### config.mk
export PLATFORM = sky130hd
export DESIGN_NAME = mem_bus_if
export DESIGN_NICKNAME = d
export VERILOG_FILES = /design/src/rtl/mem_bus_if.sv
export SDC_FILE = /design/constraint.sdc
export NUM_CORES = 1
export LEC_CHECK = 0
export CORE_MARGIN = 8
export CORE_UTILIZATION = 41
export CTS_BUF_LIST = sky130_fd_sc_hd__clkbuf_8
export DETAILED_ROUTE_END_ITERATION = 8
export GPL_TIMING_DRIVEN = 0
export HOLD_SLACK_MARGIN = 0.02
export PLACE_DENSITY = 0.87
export SETUP_SLACK_MARGIN = 0.4
export SLEW_MARGIN = 20
export SYNTH_ARGS = -nofsm -noshare
export SYNTH_HDL_FRONTEND = slang
export SYNTH_SLANG_ARGS = --single-unit
### constraint.sdc
create_clock -name clk -period 2.2 [get_ports clk]
set_input_delay 0.22 -clock clk [delete_from_list [all_inputs] [get_ports clk]]
set_output_delay 0.22 -clock clk [all_outputs]
set_load 0.02 [all_outputs]
### src/rtl/mem_bus_if.sv
// mem_bus_if: MEM-stage data-bus master, one load/store -> one Wishbone-classic cycle.
// Ports: clk, rst (sync, active-high); stall[5:0], flush from the pipeline controller;
//   cpu_ce_i/we_i/addr_i/sel_i/data_i request in, cpu_data_o load data out, stallreq out;
//   wb_data_i/ack_i bus inputs, wb_addr_o/data_o/we_o/sel_o/stb_o/cyc_o bus outputs;
//   bus_err_o watchdog abort pulse.
// Optional: define DBUS_TIMEOUT_EN to enable the TIMEOUT_CYCLES bus watchdog.
module mem_bus_if #(
    parameter int TIMEOUT_CYCLES = 255
) (
    input  logic        clk,
    input  logic        rst,
    input  logic [5:0]  stall,
    input  logic        flush,
    input  logic        cpu_ce_i,
    input  logic        cpu_we_i,
    input  logic [31:0] cpu_addr_i,
    input  logic [3:0]  cpu_sel_i,
    input  logic [31:0] cpu_data_i,
    output logic [31:0] cpu_data_o,
    output logic        stallreq,
    input  logic [31:0] wb_data_i,
    input  logic        wb_ack_i,
    output logic [31:0] wb_addr_o,
    output logic [31:0] wb_data_o,
    output logic        wb_we_o,
    output logic [3:0]  wb_sel_o,
    output logic        wb_stb_o,
    output logic        wb_cyc_o,
    output logic        bus_err_o
);

    typedef enum logic [1:0] {
        IDLE,
        BUSY,
        WAIT_STALL
    } state_t;

    state_t      r_state;
    state_t      w_state_nxt;
    logic [31:0] r_rd_buf;
    logic        w_launch;
    logic        w_release;
    logic        w_timeout;
    logic        w_stall_any;

    assign w_stall_any = |stall;

`ifdef DBUS_TIMEOUT_EN
    localparam logic [7:0] TO_LIMIT = 8'(TIMEOUT_CYCLES);

    logic [7:0] r_to_cnt;

    always_ff @(posedge clk) begin
        if (rst) begin
            r_to_cnt <= '0;
        end else if (w_launch) begin
            r_to_cnt <= '0;
        end else if (r_state == BUSY && !wb_ack_i) begin
            r_to_cnt <= r_to_cnt + 8'd1;
        end
    end

    // Fires in the TIMEOUT_CYCLES-th BUSY cycle that still has no ack.
    assign w_timeout = (r_state == BUSY) && !flush && !wb_ack_i
                       && (r_to_cnt + 8'd1 == TO_LIMIT);
    assign bus_err_o = w_timeout;
`else
    logic [31:0] w_unused_timeout;

    assign w_unused_timeout = 32'(TIMEOUT_CYCLES);
    assign w_timeout        = 1'b0;
    assign bus_err_o        = 1'b0;
`endif

    always_ff @(posedge clk) begin
        if (rst) begin
            r_state <= IDLE;
        end else begin
            r_state <= w_state_nxt;
        end
    end

    always_comb begin
        w_state_nxt = r_state;
        w_launch    = 1'b0;
        w_release   = 1'b0;
        stallreq    = 1'b0;
        cpu_data_o  = '0;
        unique case (r_state)
            IDLE: begin
                stallreq = cpu_ce_i & ~flush;
                if (cpu_ce_i && !flush) begin
                    w_launch    = 1'b1;
                    w_state_nxt = BUSY;
                end
            end
            BUSY: begin
                stallreq = ~wb_ack_i & ~flush & ~w_timeout;
                // Same-cycle bypass lets the MEM stage advance on the ack edge.
                if (wb_ack_i && !wb_we_o) begin
                    cpu_data_o = wb_data_i;
                end
                if (flush) begin
                    w_release   = 1'b1;
                    w_state_nxt = IDLE;
                end else if (wb_ack_i) begin
                    w_release   = 1'b1;
                    w_state_nxt = w_stall_any ? WAIT_STALL : IDLE;
                end else if (w_timeout) begin
                    w_release   = 1'b1;
                    w_state_nxt = WAIT_STALL;
                end
            end
            WAIT_STALL: begin
                cpu_data_o = r_rd_buf;
                if (flush || !w_stall_any) begin
                    w_state_nxt = IDLE;
                end
            end
            default: begin
                w_state_nxt = IDLE;
            end
        endcase
    end

    always_ff @(posedge clk) begin
        if (rst) begin
            wb_addr_o <= '0;
            wb_data_o <= '0;
            wb_we_o   <= 1'b0;
            wb_sel_o  <= '0;
            wb_stb_o  <= 1'b0;
            wb_cyc_o  <= 1'b0;
            r_rd_buf  <= '0;
        end else begin
            if (w_launch) begin
                wb_addr_o <= cpu_addr_i;
                wb_data_o <= cpu_data_i;
                wb_we_o   <= cpu_we_i;
                wb_sel_o  <= cpu_sel_i;
                wb_stb_o  <= 1'b1;
                wb_cyc_o  <= 1'b1;
            end else if (w_release) begin
                wb_addr_o <= '0;
                wb_data_o <= '0;
                wb_we_o   <= 1'b0;
                wb_sel_o  <= '0;
                wb_stb_o  <= 1'b0;
                wb_cyc_o  <= 1'b0;
            end
            if (r_state == BUSY) begin
                if (flush) begin
                    r_rd_buf <= '0;
                end else if (wb_ack_i) begin
                    if (!wb_we_o) begin
                        r_rd_buf <= wb_data_i;
                    end
                end else if (w_timeout) begin
                    r_rd_buf <= 32'hDEAD_BEEF;
                end
            end
        end
    end

endmodule

# Yosys cells after proc, flatten, opt, wreduce, memory -nomap -nowiden

Index checks and enable logic that the tools add are counted.

Register bits after elaboration: 104
Input port bits: 112
Word-level logic and storage cells: 54

Eq/ne operators: 6
Multiplexer cells: 25
Bitwise operators: 4
Reduce and logical (&&, ||, !) cells: 12

Operators with widths:

| kind                                           | count |
|---|---|
| two-way mux 32 bit                             | 7 |
| case mux 32 bit (2 select lines)               | 1 |
| two-way mux 2 bit                              | 5 |
| two-way mux 1 bit                              | 8 |
| two-way mux 4 bit                              | 2 |
| != test 2 bit (second input constant)          | 3 |
| case mux 2 bit (3 select lines)                | 1 |
| AND reduction 3 bit                            | 2 |
| OR reduction 6 bit                             | 1 |
| nonzero test 2 bit                             | 2 |
| zero test 1 bit                                | 3 |
| != test 3 bit (second input constant)          | 1 |
| AND 1 bit                                      | 2 |
| == test 2 x 1 -> 1 bit (second input constant) | 1 |
| == test 2 bit (second input constant)          | 1 |
| logical AND 1 bit                              | 2 |
| zero test 2 bit                                | 1 |
| inverter 1 bit                                 | 2 |
| case mux 1 bit (2 select lines)                | 1 |
| logical OR 1 bit                               | 1 |

# Depth between registers and ports, before layout

Gate-level depths: netlist of run 1.

Depth after elaboration: 5
Depth in mapped cells: 10
Depth with buffers taken out: 6

# Least setup slack after synthesis of run 1

OpenSTA, ideal clock, no wires.

Path type: flip-flop to output port
Start point: reg r_state[1]
End point: out cpu_data_o[19]
Data arrival time: 1792 ps
Required time: 1980 ps
Setup slack: 188 ps
Cell stages (with the launch flop): 8
Buffers on the path: 2
Path through: dfxtp_1 > inv_1 > ha_1 > and3b_1 > clkbuf_1 > clkbuf_1 > nand2_1 > a21boi_0

Word-level cells in the longest chain between the ends: 2
Elaborated cells between the ends (all ways): 3
Classes of those cells: 2 x eq/ne; 1 x mux

RTL lines:

| element                                                        | RTL line | RTL |
|---|---|---|
| start: declaration                                             | 38       | `state_t r_state;` |
| start signal: assignment                                       | 79       | `r_state <= w_state_nxt;` |
| == test 2 bit / == test 2 x 1 -> 1 bit (equally long branches) | 89       | `unique case (r_state)` |
| case mux 32 bit (2 select lines) *                             | 89       |  |
| end: declaration                                               | 19       | `output logic [31:0] cpu_data_o,` |

Mark *: on every way between the ends. The rest lies on a longest branch, timed or not.

# Worst setup path after layout of run 1

Start point: reg r_state[1]
End point: out cpu_data_o[23]

Same word-level chain as after synthesis.

==> metrics.yaml, run 1 <==
outcome:
  status: "completed"
pwr:
  p_per_area_nw_per_um2: 882.0
  p_leak_nw: 2.895
  power.total_mw: 6.675
  vdd_ir_drop_max_mv: 0.5762
global_routing:
  grt_pass1_wl_mm: 23.94
  antenna_found_initial: 0
  grt_max_degree: 16
  grt_overflow: 0
  grt_pass1_vias: 4662
  track_usage: 0.2230
sta:
  holdWs_ns: 0.4477
  period_needed_ns: 2.142
  skew_ns: 0.01046
  max_freq_mhz: 466.8
  tightest_slew_ns: 0.5185
  slew_viol_final: 0
  layout_setup_ws_ns: 0.05757
  setup_tns_ns: 0
  period_share: 0.9738
  hold_viol: 0
  slew_headroom: 0.6544
  setup_viol: 0
  rsz0062_at_grt: "yes"
logic_synthesis:
  syn_area_um2: 4118
  ys_seq_elements: 104
  ys_seq_area_frac: 0.5056
  yosys.area.top_type: "dfxtp_1"
  synth_edf_count: 0
  syn_nets: 581
  synth_flop_cell: "dfxtp_1"
  yosysUniqueCellTypes: 26
  synthTopCellsByArea: "dfxtp_1, a22oi_1, nor2_1, a2bb2oi_1, nand2_1"
  synthArstFlopShare: 0
  syn_inst: 466
  ys.warnings.count: 0
  synth_top_area_frac: 0.5056
  avgSynthCellArea_um2: 8.836
routing:
  drc: 0
  drt-initial-drc-count: 293
  vias_per_cell: 5.442
  wire_per_inst_um: 20.37
  ant_nets: 0
  firstDrtPassIters: 8
  wirelength_mm: 17.42
  via_count: 4653
worst_setup_path:
  critPathMaxFanout: 8
  end_kind: "output port"
  crit_type: "reg2out"
  required_ns: 1.98
  startpoint_type: "register"
  arrival_ns: 1.92
finish:
  syn_to_final_growth_pct: 83.77
  finalNonFillerCells: 855
  nets: 834
  drive_above_1_share: 0.2742
  design_area_um2: 7567
  fin_util: 0.7742
  antenna_cells: 0
placed_design:
  dp.final_hpwl_mm: 11.31
  dp.cells: 813
  port_buffers: 214
  postPlaceCellArea_um2: 6485
  place.gp.congestion: 0.8143
  pre_cts_slack_ns: -0.4944
clock_network:
  clockBufferDepth: 2
  cts_made_buffers: 9
  cts_tree: "yes"
  clock_latency_ns: 0.35
  cts-htree-levels: 3
  cts.clk_slew.worst_paths_ns: 0.09
  clock_sinks: 104
  clockRootBuffer: "clkbuf_8"
floorplanning:
  fp.dieH_um: 116.2
  ios: 217
  die_area_um2: 13510
  initial_core_util: 0.4213
  core-area_um2: 9774
  num_rows: 36
  die_x_um: 116.2
worst_hold_path:
  min_path_type: "in2reg"
flow_run:
  maxCapViolations: 0
-- power by group --
group | leakage (nW) | internal (mW) | total (mW) | switching (mW)
clock network | 0.116 | 0.739 | 1.35 | 0.615
logic | 1.93 | 1.62 | 3.12 | 1.50
registers | 0.846 | 2.07 | 2.20 | 0.128
-- cell usage after synthesis, types with 2 or more instances --
master     instances
clkbuf_1          31
a21oi_1            2
nor2b_1           15
and3b_1            2
inv_1              3
nor2_1           104
a2bb2oi_1         18
nand2_1           39
ha_1               3
buf_4              3
a22oi_1           97
a21boi_0          18
nand2b_1           4
dfxtp_1          104
buf_2             12
-- flip-flops by register name, indices dropped and copies added (netlist names) --
| name | count |
|---|---|
| r_rd_buf | 32 |
| r_state | 2 |
| wb_cyc_o | 1 |
| wb_sel_o | 4 |
| wb_we_o | 1 |
| wb_addr_o | 32 |
| wb_data_o | 32 |
-- layer usage --
layer / routed length [um] / vias to the layer above / track usage
li1: - / 2135 / -
met1: 6357 / 2245 / 0.2381
met2: 9026 / 232 / 0.3946
met3: 1614 / 41 / 0.09307
met4: 421 / 0 / 0.06223
met5: 0 / - / 0
-- cells by family (layout without fill, tap and decap cells) --
family          count (synthesis)  after routing  synth area share
simple gates                  167            167            0.1680
compound gates                139            139            0.2574
flops                         104            104            0.5056
buf+inv                        50            306           0.05378
fa+ha+maj                       3              3          0.009117
mux                             2              2          0.005166
other cells                     1              1         0.0009107
-- repair_timing --
item / CTS / global route
setup endpoints to repair: 131 / 134
gates cloned: 3 / 4
gates resized for setup: 250 / 104
hold endpoints to repair: 0 / 0
pin swaps: 9 / 37
setup buffers: 7 / 14
hold buffers: 0 / 0
-- path summary, 6_finish.rpt --
kind,start,endpoint,slack (ns),cells after the start
min reg2reg,wb_addr_o[7],wb_addr_o[7],0.50,2
max,r_state[1],cpu_data_o[23],0.06,8
max reg2reg,r_state[1],r_rd_buf[10],0.34,10
min,rst,r_state[0],0.45,3
-- worst max-delay path, stage by stage (launching register included) --
cell	delay [ns]
dfxtp_2	0.35
inv_4	0.07
ha_4	0.13
and3b_2	0.21
buf_8	0.16
buf_6	0.15
nand2_1	0.10
a21boi_1	0.21
buf_4	0.19
-- cell usage in the layout, fill, tap and decap left out, types with 14 or more instances in the layout --
cell	synthesis	layout
nand2_1	39	22
a22oi_2	0	32
a21boi_2	0	16
nand2_4	0	14
buf_6	1	29
nor2_1	104	103
clkdlybuf4s50_1	0	180
buf_4	3	39
dfxtp_1	104	102
a2bb2oi_1	18	18
a22oi_1	97	65
-- area by class of cell --
cell class | instances | area, um2
Clock inverter | 5 | 98.84
Clock buffer | 9 | 123.9
Multi-Input combinational cell | 312 | 2245
Timing Repair Buffer | 242 | 2437
Fill cell | 593 | 2207
Tap cell | 133 | 166.4
Sequential cell | 104 | 2085
Buffer | 47 | 397.9
Inverter | 3 | 13.76
Power figures use the tool's default switching activity.
==> run 2, diff against run 1 <==
Settings changed: SETUP_SLACK_MARGIN 0.4 to not set.
==> run 2 against run 1 <==
Net effect:
- clock power down 12%
- sequential share of layout area up 4.4 points
- cell area down 14%
- core utilization down 11 points
==> metrics.yaml, run 2 (synthesis gave the netlist of run 1 again) <==
outcome:
  status: "completed"
sta:
  skew_ns: 0.008873
  slew_viol_final: 0
  tightest_slew_ns: 0.5842
  slew_headroom: 0.6097
  setup_viol: 0
  layout_setup_ws_ns: 0.08664
  setup_tns_ns: 0
  period_share: 0.9606
  hold_viol: 0
  period_needed_ns: 2.113
  max_freq_mhz: 473.2
routing:
  ant_nets: 0
  vias_per_cell: 5.198
  firstDrtPassIters: 5
  wire_per_inst_um: 17.95
  wirelength_mm: 14.86
  via_count: 4304
  drt-initial-drc-count: 258
  drc: 0
global_routing:
  grt_overflow: 0
  grt_pass1_wl_mm: 22.91
  grt_pass1_vias: 4530
  grt_max_degree: 16
  track_usage: 0.2148
  antenna_found_initial: 1
pwr:
  comb_power_share: 0.389
  power.total_mw: 5.515
  p_switching_mw: 1.889
  p_clk_frac: 0.215
  p_per_area_nw_per_um2: 844.4
  p_leak_nw: 2.454
  vdd_ir_drop_max_mv: 0.5645
  seqPwrFrac: 0.396
  p_int_mw: 3.626
  switching_share: 0.3425
worst_setup_path:
  arrival_ns: 1.89
  required_ns: 1.98
  critPathMaxFanout: 4
  crit_type: "reg2out"
  startpoint_type: "register"
  end_kind: "output port"
floorplanning:
  initial_core_util: 0.4213
  die_x_um: 116.2
  num_rows: 36
  die_area_um2: 13510
  core-area_um2: 9774
  fp.dieH_um: 116.2
  ios: 217
finish:
  reg_top3: "r_rd_buf: 32 flops, wb_addr_o: 32 flops, wb_data_o: 32 flops"
  syn_to_final_growth_pct: 58.61
  mostFrequentLayoutCells: "clkdlybuf4s50_1, nor2_1, dfxtp_1"
  nets: 805
  drive_above_1_share: 0.1110
  layout_commonest_cell: "clkdlybuf4s50_1"
placed_design:
  dp.final_hpwl_mm: 11.68
  place.gp.congestion: 0.7929
  pre_cts_slack_ns: -0.6258
  port_buffers: 214
flow_run:
  maxCapViolations: 0
clock_network:
  clock_sinks: 104
  clockBufferDepth: 2
  clock_latency_ns: 0.35
  clockRootBuffer: "clkbuf_8"
  cts_tree: "yes"
  cts-htree-levels: 3
  cts.clk_slew.worst_paths_ns: 0.08
  cts_made_buffers: 9
worst_hold_path:
  min_path_type: "in2reg"
==> run 2: per-stage QoR <==
step,utilization,area [um2],hold slack [ns],cells
after global routing,0.6679,6529,0.4481,827
after floorplan,-,4118,0.3683,466
final,0.6682,6531,0.3926,828
after CTS,0.6718,6566,0.3982,827
after detailed placement,0.6575,6426,0.4755,813
after global placement,0.6575,6426,0.4619,813
==> run 2: routing by layer <==
metal	share of wire	vias up	GRT usage	wire length [um]
li1	-	2077	-	-
met1	0.36	2036	0.2088	5392
met2	0.51	166	0.3877	7639
met3	0.10	25	0.09772	1498
met4	0.022	0	0.08729	329
met5	0	-	0	0
==> run 2: path summary, 6_finish.rpt <==
check | startpoint | cells after the start | end | slack [ns]
worst max-delay path | r_state[1] | 6 | stallreq | 0.09
worst min-delay path | rst | 3 | r_state[0] | 0.39
worst max register to register | r_state[1] | 8 | r_rd_buf[21] | 0.20
worst min register to register | r_rd_buf[31] | 2 | r_rd_buf[31] | 0.49
==> run 2: critical path: stages, from the launching register on <==
cell and delay [ns]:
dfxtp_1 0.33, inv_1 0.13, ha_1 0.25, nand2_1 0.06
mux2_2 0.26, nor2_1 0.15, dlygate4sd2_1 0.37
==> run 2: power groups by stage <==
stage | clock network [mW] | registers [mW] | logic (mW)
final | 1.19 | 2.18 | 2.15
after global routing | 1.30 | 2.20 | 2.31
after CTS | 1.22 | 2.17 | 2.14
after detailed placement | 0 | 2.21 | 2.13
after global placement | 0 | 2.20 | 2.07
after floorplan | 0 | 2.36 | 1.09
==> run 2: layout make-up <==
class | instances | area, um2
buffer | 45 | 234.0
timing repair buffer | 215 | 2006
sequential | 104 | 2083
multi-input combinational | 312 | 1831
clock buffer | 11 | 151.4
inverter | 3 | 11.26
fill | 793 | 3243
clock inverter | 4 | 46.29
antenna | 1 | 2.502
tap | 133 | 166.4
==> run 2: repair_timing <==
action,in CTS,in global routing
buffers inserted,1,0
pin swaps,1,0
endpoints found under the hold margin,0,0
resized for setup,132,43
hold buffers,0,0
endpoints found under the setup margin,33,32
